$ cat src/rtl/writeback_stage.sv
// Final RV32I pipeline stage: commits results to the register file, advances the
// architectural PC, counts retired instructions and raises the wrong-path squash.
module writeback_stage #(
  parameter int unsigned       XLEN         = 32,
  parameter logic [XLEN-1:0]   RESET_PC     = 32'h0000_0000,
  parameter logic [63:0]       INSTRET_INIT = 64'h0
) (
  input  logic            clk,
  input  logic            rst,
  input  logic            wb_valid,
  input  logic [XLEN-1:0] wb_pc,
  input  logic [4:0]      wb_rd,
  input  logic            wb_we,
  input  logic [XLEN-1:0] wb_rd_value,
  input  logic            wb_redirect,
  input  logic [XLEN-1:0] wb_target_pc,
  input  logic            stall,
  input  logic [4:0]      rs1_addr,
  input  logic [4:0]      rs2_addr,
  output logic [XLEN-1:0] rs1_data,
  output logic [XLEN-1:0] rs2_data,
  output logic [XLEN-1:0] pc_reg,
  output logic            flush,
  output logic            trap_misaligned,
  output logic [63:0]     instret
);

  // Handshake: an instruction is accepted on a cycle with wb_valid=1 and stall=0;
  // there is no backpressure to exec other than stall, and nothing is buffered.

  logic [XLEN-1:0] r_rf [0:31];
  logic [XLEN-1:0] r_pc;
  logic            r_flush;
  logic            r_trap;
  logic [63:0]     r_instret;

  logic            w_accept;
  logic            w_drop;
  logic [XLEN-1:0] w_target;
  logic            w_misaligned;
  logic            w_retire;
  logic            w_rf_we;
  logic            w_unused_tgt_lsb;

  assign w_accept         = wb_valid & ~stall;
  assign w_drop           = w_accept & r_flush;
  assign w_target         = {wb_target_pc[XLEN-1:1], 1'b0};
  assign w_unused_tgt_lsb = wb_target_pc[0];
  // Misaligned redirects are only judged for instructions that are not squashed.
  assign w_misaligned     = w_accept & ~r_flush & wb_redirect & w_target[1];
  assign w_retire         = w_accept & ~r_flush & ~w_misaligned;
  assign w_rf_we          = w_retire & wb_we & (wb_rd != 5'd0) & ~rst;

  always_ff @(posedge clk) begin
    if (rst) begin
      for (int i = 0; i < 32; i++) r_rf[i] <= '0;
      r_pc      <= RESET_PC;
      r_flush   <= 1'b0;
      r_trap    <= 1'b0;
      r_instret <= INSTRET_INIT;
    end else begin
      r_trap <= w_misaligned;
      if (w_rf_we) r_rf[wb_rd] <= wb_rd_value;
      if (w_drop) begin
        r_flush <= 1'b0;
      end else if (w_retire) begin
        r_instret <= r_instret + 64'd1;
        if (wb_redirect) begin
          r_pc    <= w_target;
          r_flush <= 1'b1;
        end else begin
          r_pc <= wb_pc + XLEN'(4);
        end
      end
    end
  end

  // Write-through bypass so decode sees a value in the same cycle it retires.
  always_comb begin
    rs1_data = r_rf[rs1_addr];
    rs2_data = r_rf[rs2_addr];
    if (w_rf_we && rs1_addr == wb_rd) rs1_data = wb_rd_value;
    if (w_rf_we && rs2_addr == wb_rd) rs2_data = wb_rd_value;
    if (rs1_addr == 5'd0) rs1_data = '0;
    if (rs2_addr == 5'd0) rs2_data = '0;
  end

  assign pc_reg          = r_pc;
  assign flush           = r_flush;
  assign trap_misaligned = r_trap;
  assign instret         = r_instret;

endmodule

$ cat config.mk
export PLATFORM = sky130hd
export DESIGN_NAME = writeback_stage
export DESIGN_NICKNAME = d
export VERILOG_FILES = /design/src/rtl/writeback_stage.sv
export SDC_FILE = /design/constraint.sdc
export NUM_CORES = 2
export LEC_CHECK = 0
export BUFFER_PORTS_ARGS = -buffer_cell sky130_fd_sc_hd__buf_2
export CORE_ASPECT_RATIO = 1.5
export CORE_MARGIN = 4
export CORE_UTILIZATION = 63
export DETAILED_ROUTE_END_ITERATION = 10
export HOLD_SLACK_MARGIN = 0.1
export MAX_ROUTING_LAYER = met4
export PLACE_DENSITY_LB_ADDON = 0.3
export SKIP_CTS_REPAIR_TIMING = 1
export SYNTH_ARGS = -nofsm -noshare
export SYNTH_HDL_FRONTEND = slang
export SYNTH_SLANG_ARGS = --single-unit
export TNS_END_PERCENT = 20
$ cat constraint.sdc
create_clock -name clk -period 3.3 [get_ports clk]
set_input_delay 0.495 -clock clk [delete_from_list [all_inputs] [get_ports clk]]
set_output_delay 0.495 -clock clk [all_outputs]
set_load 0.05 [all_outputs]
# Yosys cells after proc, flatten, opt, wreduce, memory -nomap -nowiden
# Memory sizes are Yosys's and may differ from the RTL's.
# Index checks and enable logic that the tools add are counted.
# word_totals
regBits,98
ramBits,1024
inputBits,117
output_inout_bits,162
elab_cells,45
memories,1
# op_classes
add_sub_neg,2
n_eq_ne,2
mux,13
bitwise,14
reduce_logical,9
# mem_list
memory,depth,width,read_ports,rd_ports_with_merged_regs,wr,line,source
r_rf,32,32,2,0,32,31,logic [XLEN-1:0] r_rf [0:31];
# ops
operator,n
32-bit two-way mux,6
"64-bit by 1-bit adder with 64-bit output, second input constant",1
"32-bit by 3-bit adder with 32-bit output, second input constant",1
32-bit OR reduction,1
5-bit equality test,2
5-bit zero test,2
1-bit bitwise AND,9
1-bit two-way mux,6
5-bit two-way mux,1
1-bit NOT,5
5-bit nonzero test,1
2-bit AND reduction,2
1-bit logical AND,2
2-bit OR reduction,1

# Depth between registers and ports, before layout
# depth
depth_word,15
mapped_depth,10
ltp_nobuf,6

# Least setup slack after synthesis
# OpenSTA, ideal clock, no wires.
# synth_timing
path_kind,input-to-output
start,in wb_rd[2]
end,out rs1_data[30]
arrival_ns,3.055
t_required_ns,2.805
slack_ns,-0.250
path_stages,7
path_buffers,3
cell_sequence,buf_2 -> or3_1 -> clkbuf_1 -> nor3_2 -> or4_1 -> buf_2 -> o311ai_1
# synth_between
elab_chain_len,6
elab_cells_between_ends,7
cone_classes,eq/ne (1); mux (2); bitwise (2); reduce/logical (2)
# synth_lines
item,line,source
start: declaration,12,"input logic [4:0] wb_rd,"
5-bit nonzero test,52,assign w_rf_we = w_retire & wb_we & (wb_rd != 5'd0) & ~rst;
1-bit bitwise AND (2 in series),52,
1-bit logical AND (*),82,if (w_rf_we && rs1_addr == wb_rd) rs1_data = wb_rd_value;
32-bit two-way mux (*),82,
32-bit two-way mux (*),84,if (rs1_addr == 5'd0) rs1_data = '0;
end: declaration,20,"output logic [XLEN-1:0] rs1_data,"
# Every way passes the cells marked *; elsewhere a longest branch is shown, timed or not.

==> reports/results.ini <==
[outcome]
status = complete, but fails checks
violations = negative setup slack

[timing]
skew_ns = 0.0225
rsz0062_at_grt = true
worst_slew_pin_slew_ns = 0.976
worst_slack_ns = -0.229
slew-limit-headroom_pct = 34.9
fmax_mhz = 283
hold_violations = 0
setup_tns_ns = -3.78
holdWs_ns = 0.0776
setup_violations = 50
slew_violations = 0
min_period_ns = 3.53
finalCritPeriodShare_pct = 107

[global_routing]
gr-total-overflow = 0
grt_max_degree = 163
antenna_found_initial = 15
track_usage_pct = 42.2
grt_pass1_vias = 46519
grt_pass1_wl_um = 306000

[route]
routed.top_layer = met4
drc = 0
vias = 46643
met3_wirelength_um = 29900
finalWirelength_um = 217000
drt.antenna.violating_nets = 0
routed-wl-met2_um = 101000
wl_per_cell_um = 33.4
drt_iter0_markers = 7300
m1WireLength_um = 65900
drt-pass1-iter-count = 8
viasPerCell = 7.18

[synth]
ys_types = 64
synth_edf_count = 1024
ys_async_sr_fraction_pct = 0
synth_top_cell_area_share_pct = 50.3
syn_area_mm2 = 0.0611
synth_seq_cells = 1122
syn_avg_cell_area_um2 = 12.9
synth_top_flop_cell = edfxtp_1
synth_area_leader_cell = edfxtp_1
synth_cells = 4721
ys_warn_count = 0
seq_area_frac_synth_pct = 53.5
netlist_top_cells_area = edfxtp_1 50%, mux4_2 12%, and2_1 9.9%, mux2_2 5.1%, dfxtp_1 3.2%

[finish]
fin_cells = 6492
largest_reg_flops = 1024
drive_gt1_share_pct = 32.0
fin_util_pct = 75.1
fillers = 5860
final_common_cell = edfxtp_1
area_growth_pct = 18.0
final_cell_mix = 1,024 x edfxtp_1, 964 x and2_1, 337 x mux4_2
nets = 5236

[placed_design]
io_buffers = 277
place.gp.congestion = 1.00
placed_cells = 6262
hpwl_um = 140000

[pwr]
p_total_uw = 34200
powerDensity_mw_per_mm2 = 474
vdd_drop_max_mv = 0.383
p_leak_uw = 0.0260

[critical_path]
path_cells = mux4_2 -> mux2i_2 -> nor2_1 -> a2111oi_2 -> buf_4 -> a21oi_2 -> buf_12
worstPathRequired_ns = 2.80
reg2reg_slack_ns = 0.34
cp_max_fo = 2
startpoint = r_rf[10][14]
slowest_delay_ns = 0.50
critPathKind = register to output port
reg2reg_to = r_rf[18][25]
end_kind = output port
crit_path_end = rs1_data[14]
r2r_start = flush
cp_slowest_cell = mux4_2
worst-r2r-cell-count = 9
startpoint_type = register
cp.arrival_ns = 3.03

[floorplanning]
dieHeight_um = 389
dieArea_mm2 = 0.102
pin_count = 279
initial_core_util_pct = 63.6
fp-row-count = 139
die-width_um = 262
core_region_area_mm2 = 0.0960

[clocking]
h-tree-depth = 3
cts-root-buf = clkbuf_16
clock_sinks = 1122
clk_latency_ns = 0.74
cts_tree = done
path_clk_slew_ns = 0.07
numCtsBuffers = 106
clock_path_buffers = 3

[worst_hold_path]
min_path_type = primary input to register

[run]
maxCapViolCount = 0

[layer usage]
layer	vias up	track usage [%]
li1	18519	-
met1	22585	48.6
met2	4313	65.6
met3	1226	9.58
met4	0	30.4
met5	-	-
[worst max-delay path, delay by kind of cell, from the launching register on]
kind                   cells  cell delay, ns
buffers and inverters      2            0.42
and+or+nand+nor            1            0.11
AOI/OAI and AO/OA          2            0.61
muxes                      2            0.78
DFF                        1            0.41
[where the power goes]
part	internal (uW)	switching [uW]	leakage (uW)	total [uW]
sequential	16200	391	0.0105	16600
clock	6580	5510	0.00166	12100
combinational	2340	3180	0.0138	5520
total	25100	9080	0.0260	34200
[cell families after synthesis]
kind of cell,count (synthesis),synth area share (%)
AND/OR/NAND/NOR,1743,16.7
flip-flops,1122,53.5
multiplexers,788,20.4
AO/OA/AOI/OAI,517,5.23
buffers and inverters,485,3.24
XOR/XNOR,63,0.903
adder cells (fa/ha/maj),2,0.0410
other,1,0.00614
[cell usage after synthesis, types with 21 or more instances]
cell type and n:
mux4_2 337, o22ai_1 153, clkbuf_1 332, nand4_1 29
nor3_1 109, mux2_2 277, and3_1 21, o21ai_0 126
nand3_1 49, nor2b_1 88, a21oi_1 101, mux2i_1 174
nor4_1 51, a2111oi_0 43, dfxtp_1 98, and2_1 964
nand2_1 70, buf_1 22, or2_2 34, edfxtp_1 1024
xnor2_1 38, a211oi_1 53, nor2_1 228, buf_2 102
xor2_1 25
[worst min path at each step]
stage                 end  cells after the start              from
3_3_place_gp    pc_reg[7]                      2         pc_reg[7]
2_1_floorplan  pc_reg[22]                      2  wb_target_pc[22]
5_1_grt        pc_reg[12]                      3  wb_target_pc[12]
4_1_cts         pc_reg[0]                      3          wb_pc[0]
3_5_place_dp    pc_reg[4]                      2         pc_reg[4]
6_report        pc_reg[2]                      3   wb_target_pc[2]
[through the flow]
step | area (um2) | setup WS (ns)
final | 72100 | -0.229
after global routing | 72100 | -0.257
after CTS | 71100 | -0.926
after detailed placement | 67700 | -0.594
after global placement | 67700 | -0.600
after floorplan | 61200 | 0.0303
[cell type report]
class / count / area, um2 / share of cell area, %
multi-input combinational: 3145 / 27400 / 38.0
inverter: 17 / 63.8 / 0.0885
clock buffer: 142 / 2940 / 4.08
clock inverter: 57 / 420 / 0.583
antenna: 15 / 37.5 / 0.0521
tap: 1269 / 1590 / 2.20
timing repair buffer: 725 / 6960 / 9.66
sequential: 1122 / 32700 / 45.4
Power figures use the tool's default switching activity.
